$ cat src/rtl/cargador_serie_4bits.sv
// Serial-to-parallel loader: assembles 4 serial bits into D with a one-cycle EN strobe.
// Optional even parity bit after the data bits when CARGADOR_PARIDAD_EN is defined.
module cargador_serie_4bits #(
    parameter bit MSB_FIRST = 1'b1,
    parameter int TIMEOUT   = 15
) (
    input  logic       clk,
    input  logic       rst_n,
    input  logic       sin,
    input  logic       sin_valid,
    output logic [3:0] D,
    output logic       EN,
    output logic       busy,
    output logic       err
);

`ifdef CARGADOR_PARIDAD_EN
    typedef enum logic [1:0] {IDLE = 2'd0, SHIFT = 2'd1, PARITY = 2'd2} state_t;
`else
    typedef enum logic [1:0] {IDLE = 2'd0, SHIFT = 2'd1} state_t;
`endif

    // The abort fires on the idle cycle that would bring the counter to TIMEOUT.
    localparam logic [7:0] TMO_LAST = 8'(TIMEOUT - 1);

    state_t     state_reg;
    logic [3:0] shift_reg;
    logic [2:0] cnt_reg;
    logic [7:0] tmo_reg;
    logic [3:0] shift_next;

    generate
        if (MSB_FIRST) begin : g_msb_first
            assign shift_next = {shift_reg[2:0], sin};
        end else begin : g_lsb_first
            assign shift_next = {sin, shift_reg[3:1]};
        end
    endgenerate

    assign busy = (state_reg != IDLE);

    always_ff @(posedge clk or negedge rst_n) begin
        if (!rst_n) begin
            state_reg <= IDLE;
            shift_reg <= 4'd0;
            cnt_reg   <= 3'd0;
            tmo_reg   <= 8'd0;
            D         <= 4'd0;
            EN        <= 1'b0;
            err       <= 1'b0;
        end else begin
            EN  <= 1'b0;
            err <= 1'b0;
            case (state_reg)
                IDLE: begin
                    if (sin_valid) begin
                        shift_reg <= shift_next;
                        cnt_reg   <= 3'd1;
                        tmo_reg   <= 8'd0;
                        state_reg <= SHIFT;
                    end
                end
                SHIFT: begin
                    if (sin_valid) begin
                        tmo_reg <= 8'd0;
                        if (cnt_reg == 3'd3) begin
                            cnt_reg <= 3'd0;
`ifdef CARGADOR_PARIDAD_EN
                            shift_reg <= shift_next;
                            state_reg <= PARITY;
`else
                            D         <= shift_next;
                            EN        <= 1'b1;
                            shift_reg <= 4'd0;
                            state_reg <= IDLE;
`endif
                        end else begin
                            shift_reg <= shift_next;
                            cnt_reg   <= cnt_reg + 3'd1;
                        end
                    end else if (tmo_reg == TMO_LAST) begin
                        err       <= 1'b1;
                        shift_reg <= 4'd0;
                        cnt_reg   <= 3'd0;
                        tmo_reg   <= 8'd0;
                        state_reg <= IDLE;
                    end else begin
                        tmo_reg <= tmo_reg + 8'd1;
                    end
                end
`ifdef CARGADOR_PARIDAD_EN
                PARITY: begin
                    if (sin_valid) begin
                        // Even parity: data bits plus parity bit must XOR to zero.
                        if (^{shift_reg, sin} == 1'b0) begin
                            D  <= shift_reg;
                            EN <= 1'b1;
                        end else begin
                            err <= 1'b1;
                        end
                        shift_reg <= 4'd0;
                        tmo_reg   <= 8'd0;
                        state_reg <= IDLE;
                    end else if (tmo_reg == TMO_LAST) begin
                        err       <= 1'b1;
                        shift_reg <= 4'd0;
                        tmo_reg   <= 8'd0;
                        state_reg <= IDLE;
                    end else begin
                        tmo_reg <= tmo_reg + 8'd1;
                    end
                end
`endif
                default: state_reg <= IDLE;
            endcase
        end
    end

endmodule
$ cat config.mk
export PLATFORM = sky130hd
export DESIGN_NAME = cargador_serie_4bits
export DESIGN_NICKNAME = d
export VERILOG_FILES = /design/src/rtl/cargador_serie_4bits.sv
export SDC_FILE = /design/constraint.sdc
export NUM_CORES = 1
export LEC_CHECK = 0
export CELL_PAD_IN_SITES_DETAIL_PLACEMENT = 0
export CELL_PAD_IN_SITES_GLOBAL_PLACEMENT = 2
export CORE_MARGIN = 5
export CORE_UTILIZATION = 35
export DETAILED_ROUTE_END_ITERATION = 8
export HOLD_SLACK_MARGIN = 0.08
export PLACE_DENSITY = 0.75
export SKIP_CTS_REPAIR_TIMING = 1
export SLEW_MARGIN = 0
export SYNTH_ARGS = -nofsm -noshare
export SYNTH_HDL_FRONTEND = slang
export SYNTH_SLANG_ARGS = --single-unit
$ cat constraint.sdc
create_clock -name clk -period 1.8 [get_ports clk]
set_input_delay 0.36 -clock clk [delete_from_list [all_inputs] [get_ports clk]]
set_output_delay 0.36 -clock clk [all_outputs]
set_load 0.05 [all_outputs]
# Word level (Yosys, flattened, before mapping)
# Cells that the tools add are included.
# word_totals
ff_bits	22
# op_classes
add_sub_neg	2
n_eq_ne	6
muxes	25
reduce_logical	7
# ops
op	count
two-way mux 3 bit	8
two-way mux 8 bit	3
one-hot mux 8 bit (2 select lines)	1
one-hot mux 3 bit (2 select lines)	2
AND reduction 3 bit	3
adder 8 x 1 -> 8 bit, second input constant	1
== test 8 x 4 -> 1 bit, second input constant	1
two-way mux 2 bit	4
two-way mux 1 bit	6
inequality test 3 bit, second input constant	2
one-hot mux 2 bit (2 select lines)	1
nonzero test 2 bit	2
adder 3 x 1 -> 3 bit, second input constant	1
== test 3 x 2 -> 1 bit, second input constant	1
== test 2 x 1 -> 1 bit, second input constant	1
zero test 2 bit	1
inequality test 2 bit, second input constant	1
AND reduction 2 bit	1

# Depth between registers and ports, before layout
# Gate-level depths: netlist of run 1.
# logic_depth
depth_word	4
mapped_depth	7
depth_no_buf	6

# Worst setup path after synthesis of run 1
# OpenSTA, ideal clock, no wires.
# synth_timing
path_type	flip-flop to flip-flop
start	register tmo_reg[0]
end	register tmo_reg[2]
setup_ns	0.065
t_arrival_ns	1.502
setup_slack_ns	0.233
path_stages_with_launch	8
period_less_slack_ns	1.567
cell_sequence	dfrtp_1 inv_1 ha_1 and3_4 a211o_2 buf_6 o221ai_1 o21a_1
# synth_via
elab_chain_len	4
word_cells_on_any_way	5
cone_classes	add/sub: 1; eq/ne: 1; mux: 3
# synth_lines
element	line	text
start, declared	29	logic [7:0] tmo_reg;
start signal, assigned	88	tmo_reg <= tmo_reg + 8'd1;
adder 8 x 1 -> 8 bit / == test 8 x 4 -> 1 bit (equally long branches)	88, 81	
two-way mux 8 bit (*)	81	end else if (tmo_reg == TMO_LAST) begin
two-way mux 8 bit (*)	64	if (sin_valid) begin
one-hot mux 8 bit (2 select lines) (*)	54	case (state_reg)
# Mark *: on every way between the ends. The rest lies on a longest branch, timed or not.
# A chain may end at the register's enable or synchronous reset.

# Worst setup path in the final report of run 1
# layout_timing
start	register tmo_reg[1]
end	register tmo_reg[4]
# The elaborated chain is that of the path after synthesis.

==> summary.md, run 1 <==
| Metric | Value |
|---|---|
| Worst min-delay path class | input pin to asynchronous set/reset pin |
| WHS | 0.379 ns |
| Worst-Skew Late Latency | ~0.30 ns |
| Starting Density | roughly 36% |
| Clock Path Buffers | 2 |
| Synth Instances | 86 |
| TritonCTS Buffers | 3 |
| FFs w/ async S/R, synth | 100% |
| Top_reg_cell synth | dfrtp_1 |
| Routability congestion estimate from global placement | around 0.72 |
| Library cells used by synthesis | 30 |
| Final setup viols | 0 |
| Area post-placement | between 0.001 and 0.0015 mm² |
| Pwr Total | 1.37 mW |
| Worst R2R Path Depth | 5 |
| CTS root buf | clkbuf_4 |
| Initial antenna violation count | 0 |
| Commonest non-fill, non-tap cell in the layout | dfrtp_1 |
| Critical Path AT | 1.89 ns |
| Nets | between 100 and 150 |
| First-iteration detailed-routing DRC count | 32 |
| I/O pin total | 11 |
| Clock H-tree levels | 1 |
| Most frequent cells in the layout | dfrtp_1 (21), buf_4 (12), nand2_1 (8) |
| DR vias/cell | 4.90 |
| Core Region | 0.00273 mm² |
| DR DRC count | 0 |
| Multi-input gate area | between 400 and 500 µm² |
| CTS tree | yes |
| Post-Route WL | 1790 µm |
| R2r setup slk | 0.17 ns |
| PwrDens | 1180 mW/mm² |
| Largest register FFs | 8 |
| First-pass GRT wire length | 3170 µm |
| Post-Syn Area | 982 µm² |
| Worst-path fanout max | 11 |
| Number of synthesized flops with an enable pin | 0 |
| Final Cycle Share | about nine tenths |
| Min cycle time layout | between 1.5 and 2 ns |
| Vias | between 600 and 700 |
| Final Slew Violations | 0 |
| Reg area | 526 µm² |
| PortBufs | 10 |
| Critical path data required time | ~2 ns |
| Die X | 63.0 µm |
| Status | finished, final reports clean |
| Worst setup SP type | flip-flop |
| Syn_nets | 93 |
| Sequential share of the synthesized area | 53.5% |
| Die Height | between 60 and 70 µm |
| GRT overflow | 0 |
| Crit path kind | flip-flop to flip-flop |
| Area of the die | 0.00397 mm² |
| Clk sink count | 21 |
| Worst VDD drop | 0.934 mV |
| Max Fclk | 613 MHz |
| Fin cells | 134 |
| Largest net degree at the start of global routing | 22 |
| Maxcap violations | 0 |
| Warnings, synthesis | 0 |
| Max transition margin | 80.2% |
| Vias in the first global route | 696 |
| Avg Inst Size Synth | 11.4 µm² |
| Filler cells | 266 |
| Reg-to-reg endpoint | tmo_reg[4]$_DFFE_PN0P_ |
| WL/cell | 13.3 µm |
| Final Hold Fails | 0 |
| ANT cells | 0 |
| Leak | 0.553 nW |
| Clock skew | 0.00439 ns |
| Critical Path Sink Type | flip-flop |
| Design Area, Final | 0.00116 mm² |
| Actual slew at the worst max-slew pin | 0.297 ns |
| Clock Pin Slew Worst Setup and Hold Paths | approximately 0.12 ns |
| Total GRT Usage | 9.87% |
| DRT antenna net count | 0 |
| Final setup TNS | 0 ns |
| Initial DRT Pass Iterations | 2 |
| RSZ-0062 raised after global routing | no |
| Reg2reg start | tmo_reg[1]$_DFFE_PN0P_ |
| Post-DP HPWL | approximately 1300 µm |
| Row count | 19 |
| Share of cells above drive strength 1 | 27.2% |
| Syn-to-layout area delta | 18.2% |
| Post-Place Cells | 130 |
| Synth Register Bits | 21 |
## metrics by stage
| step | setup slack [ns] | utilization, % |
|---|---|---|
| 2_1_floorplan | 0.233 | - |
| 3_3_place_gp | 0.114 | 41.5 |
| 3_5_place_dp | 0.0854 | 41.5 |
| 4_1_cts | 0.158 | 42.5 |
| 5_1_grt | 0.0902 | 42.5 |
| 6_report | 0.168 | 42.5 |
## cells by family after synthesis
family / Yosys count / share of synthesized area, %
AND/OR/NAND/NOR: 27 / 14.8
XOR/XNOR: 3 / 2.68
adder cells (fa/ha/maj): 3 / 3.82
multiplexers: 5 / 5.73
AO/OA/AOI/OAI: 19 / 14.8
flip-flops: 21 / 53.5
buffers and inverters: 8 / 4.71
## layout make-up
type / instances / share of cell area (%)
Timing Repair Buffer: 16 / 12.1
Clock buffer: 3 / 1.94
Clock inverter: 1 / 0.431
Sequential cell: 21 / 45.3
Multi-Input combinational cell: 57 / 35.3
Inverter: 5 / 1.62
Tap cell: 31 / 3.34
## cell usage after synthesis (2+ instances only)
master / n / area (µm²)
xor2_1: 2 / 17.5
dfrtp_1: 21 / 526
mux2_2: 5 / 56.3
and3_1: 2 / 12.5
nand3_1: 3 / 15.0
o21ai_0: 4 / 20.0
o21a_1: 4 / 30.0
a22o_1: 4 / 35.0
nor2_1: 6 / 22.5
ha_1: 3 / 37.5
inv_1: 5 / 18.8
buf_6: 2 / 22.5
nand2_1: 8 / 30.0
## worst max path at each step
| stage | endpoint | cells past startpoint | slack [ns] | startpoint |
|---|---|---|---|---|
| after detailed placement | tmo_reg[2]$_DFFE_PN0P_ | 4 | 0.09 | sin_valid |
| after global placement | tmo_reg[4]$_DFFE_PN0P_ | 4 | 0.11 | sin_valid |
| after floorplan | tmo_reg[2]$_DFFE_PN0P_ | 7 | 0.23 | tmo_reg[0]$_DFFE_PN0P_ |
| after CTS | tmo_reg[2]$_DFFE_PN0P_ | 5 | 0.16 | tmo_reg[1]$_DFFE_PN0P_ |
| after global routing | tmo_reg[4]$_DFFE_PN0P_ | 4 | 0.09 | tmo_reg[4]$_DFFE_PN0P_ |
| final | tmo_reg[4]$_DFFE_PN0P_ | 5 | 0.17 | tmo_reg[1]$_DFFE_PN0P_ |
## worst max-delay path: stages (launching register included)
cell     delay [ns]
dfrtp_1        0.44
ha_1           0.20
and3_4         0.18
a211o_2        0.43
and2b_2        0.24
o21a_1         0.10
## routing by layer
layer | part of all wire (%) | wire (µm) | global-route usage, % | vias up
li1 | - | - | - | 336
met1 | 52 | 924 | 13.2 | 309
met2 | 43 | 763 | 15.1 | 8
met3 | 3.4 | 60 | 1.98 | 4
met4 | 2.1 | 37 | 4.77 | 0
met5 | 0 | 0 | 0 | -
## power by group
part	leakage [nW]	switching, mW	internal (mW)
combinational	0.261	0.301	0.199
sequential	0.275	0.0708	0.568
clock	0.0177	0.149	0.0829
total	0.553	0.521	0.850
(Power assumes the default switching activity.)
==> run 2, diff against run 1 <==
- SETUP_SLACK_MARGIN: unset -> 0.1
==> summary.md, run 2 (synthesis gave the netlist of run 1 again) <==
| Metric | Value |
|---|---|
| Final setup TNS | 0 ns (unchanged) |
| Leak | 0.558 nW (was 0.553 nW) |
| Reg area | 526 µm² (unchanged) |
| Critical Path Max Stage Delay | 0.44 ns (about the same) |
| Delay-heaviest family, CP | compound AO/OA/AOI/OAI gates (unchanged) |
| Final Slew Violations | 0 (unchanged) |
| First-iteration detailed-routing DRC count | 33 (was 32) |
| Vias | 662 (was 657) |
| Post-DP HPWL | 1270 µm (unchanged) |
| WL/cell | 13.3 µm (about the same) |
| Sw Ratio | 37.9% (was 38.0%) |
| Worst path bufs/invs | 1 (was 0) |
| Worst path depth | 6 (was 5) |
| R2r setup slk | 0.19 ns (was 0.17 ns) |
| Crit path kind | flip-flop to flip-flop (unchanged) |
| Critical Path AT | 1.86 ns (was 1.89 ns) |
| Worst setup SP type | flip-flop (unchanged) |
| Reg2reg start | tmo_reg[1]$_DFFE_PN0P_ (unchanged) |
| Slowest CP cell | dfrtp_1 (unchanged) |
| Status | finished, final reports clean (unchanged) |
| Worst min-delay path class | input pin to asynchronous set/reset pin (unchanged) |
| PortBufs | 10 (unchanged) |
| Clk sink count | 21 (unchanged) |
| Commonest non-fill, non-tap cell in the layout | dfrtp_1 (unchanged) |
| CTS tree | yes (unchanged) |
| Comb pwr share | 36.7% (was 36.5%) |
| Largest net degree at the start of global routing | 22 (unchanged) |
| Vias in the first global route | 696 (unchanged) |
| CP cell instances | ha_1 > and3_4 > a211o_2 > buf_4 > nor2_1 > o21a_1 (was ha_1 > and3_4 > a211o_2 > and2b_2 > o21a_1) |
| P_sw | 0.522 mW (was 0.521 mW) |
| Clock Path Buffers | 2 (unchanged) |
| Worst-Skew Late Latency | 0.30 ns (about the same) |
| Crit path capture | tmo_reg[2]$_DFFE_PN0P_ (was tmo_reg[4]$_DFFE_PN0P_) |
| Worst R2R Path Depth | 6 (was 5) |
| Multi-input gate area | 410 µm² (unchanged) |
| ANT cells | 0 (unchanged) |
| Die Height | 63.0 µm (unchanged) |
| Worst-path fanout max | 10 (was 11) |
| Clock Pin Slew Worst Setup and Hold Paths | 0.12 ns (about the same) |
| Pre-CTS setup slack | 0.0854 ns (unchanged) |
| First-pass GRT wire length | 3170 µm (unchanged) |
| Clock H-tree levels | 1 (unchanged) |
| RSZ-0062 raised after global routing | no (unchanged) |
| Min cycle time layout | 1.61 ns (was 1.63 ns) |
| Flop pwr share | 46.5% (was 46.6%) |
| DR vias/cell | 4.90 (about the same) |
| Row count | 19 (unchanged) |
| Clock skew | 0.00323 ns (was 0.00439 ns) |
| GRT overflow | 0 (unchanged) |
| Largest register FFs | 8 (unchanged) |
| CTS root buf | clkbuf_4 (unchanged) |
| Initial antenna violation count | 0 (unchanged) |
| PwrDens | 1180 mW/mm² (about the same) |
| Critical path data required time | 2.05 ns (was 2.06 ns) |
| Max Fclk | 621 MHz (was 613 MHz) |
| Starting Density | 35.9% (unchanged) |
| Syn-to-layout area delta | 19.0% (was 18.2%) |
| Final Cycle Share | 89.4% (was 90.7%) |
| Area of the die | 0.00397 mm² (unchanged) |
| I/O pin total | 11 (unchanged) |
| Core Region | 0.00273 mm² (unchanged) |
| Worst VDD drop | 0.935 mV (was 0.934 mV) |
| Reg-to-reg endpoint | tmo_reg[2]$_DFFE_PN0P_ (was tmo_reg[4]$_DFFE_PN0P_) |
| Actual slew at the worst max-slew pin | 0.301 ns (was 0.297 ns) |
| Total GRT Usage | 9.87% (unchanged) |
| Crit path launch | tmo_reg[1]$_DFFE_PN0P_ (unchanged) |
| Internal power | 0.853 mW (was 0.850 mW) |
| Maxcap violations | 0 (unchanged) |
| Post-Route WL | 1800 µm (was 1790 µm) |
| Final Hold Fails | 0 (unchanged) |
| Filler cells | 266 (unchanged) |
| DRT antenna net count | 0 (unchanged) |
| Clk pwr share | 16.8% (was 16.9%) |
| Final setup viols | 0 (unchanged) |
| Die X | 63.0 µm (unchanged) |
| Critical Path Sink Type | flip-flop (unchanged) |
| Nets | 112 (was 111) |
| DR DRC count | 0 (unchanged) |
| Share of cells above drive strength 1 | 27.9% (was 27.2%) |
| Most frequent cells in the layout | dfrtp_1 (21), buf_4 (13), nand2_1 (8) (was dfrtp_1 (21), buf_4 (12), nand2_1 (8)) |
| Initial DRT Pass Iterations | 2 (unchanged) |
| Max transition margin | 79.9% (was 80.2%) |
| PnR worst setup slack | 0.190 ns (was 0.168 ns) |
| Routability congestion estimate from global placement | 0.723 (unchanged) |
| TritonCTS Buffers | 3 (unchanged) |
[run 2: area by class of cell]
type                    instances  area share (%)
clock buffers                   3            1.93
clock inverters                 1           0.428
inverters                       5            1.61
multi-input cells              57            35.1
flip-flops and latches         21            45.0
well taps                      31            3.32
repair buffers                 17            12.6
[run 2: power groups by stage]
stage / Clock, mW / Combinational (mW) / Sequential [mW]
5_1_grt: 0.260 / 0.543 / 0.657
3_3_place_gp: 0 / 0.504 / 0.645
3_5_place_dp: 0 / 0.508 / 0.650
4_1_cts: 0.251 / 0.510 / 0.640
6_report: 0.231 / 0.505 / 0.639
2_1_floorplan: 0 / 0.176 / 0.808
[run 2: per-layer routing]
metal  share of wire [%]  track usage, %  up-vias  wire [µm]
met3                 3.2            1.98        4         58
met5                   0               0        -          0
li1                    -               -      338          -
met2                  43            15.1        8        771
met4                 2.2            4.77        0         39
met1                  52            13.2      312        927
[run 2: how the worst min path moves through the flow]
stage / to / cells past startpoint
2_1_floorplan: D[0]$_DFFE_PN0P_ / 0
3_3_place_gp: cnt_reg[2]$_DFFE_PN0P_ / 1
3_5_place_dp: cnt_reg[2]$_DFFE_PN0P_ / 1
4_1_cts: tmo_reg[6]$_DFFE_PN0P_ / 2
5_1_grt: tmo_reg[3]$_DFFE_PN0P_ / 2
6_report: tmo_reg[6]$_DFFE_PN0P_ / 2
[run 2: stage by stage]
step                      instances  util [%]  power (mW)  instance area [µm²]  hold slack (ns)
after floorplan                  86         -       0.985                  982           0.0644
after global placement          130      41.5        1.15                 1130            0.482
after detailed placement        130      41.5        1.16                 1130            0.484
after CTS                       134      42.5        1.40                 1160            0.380
after global routing            135      42.7        1.46                 1170            0.404
final                           135      42.7        1.38                 1170            0.380
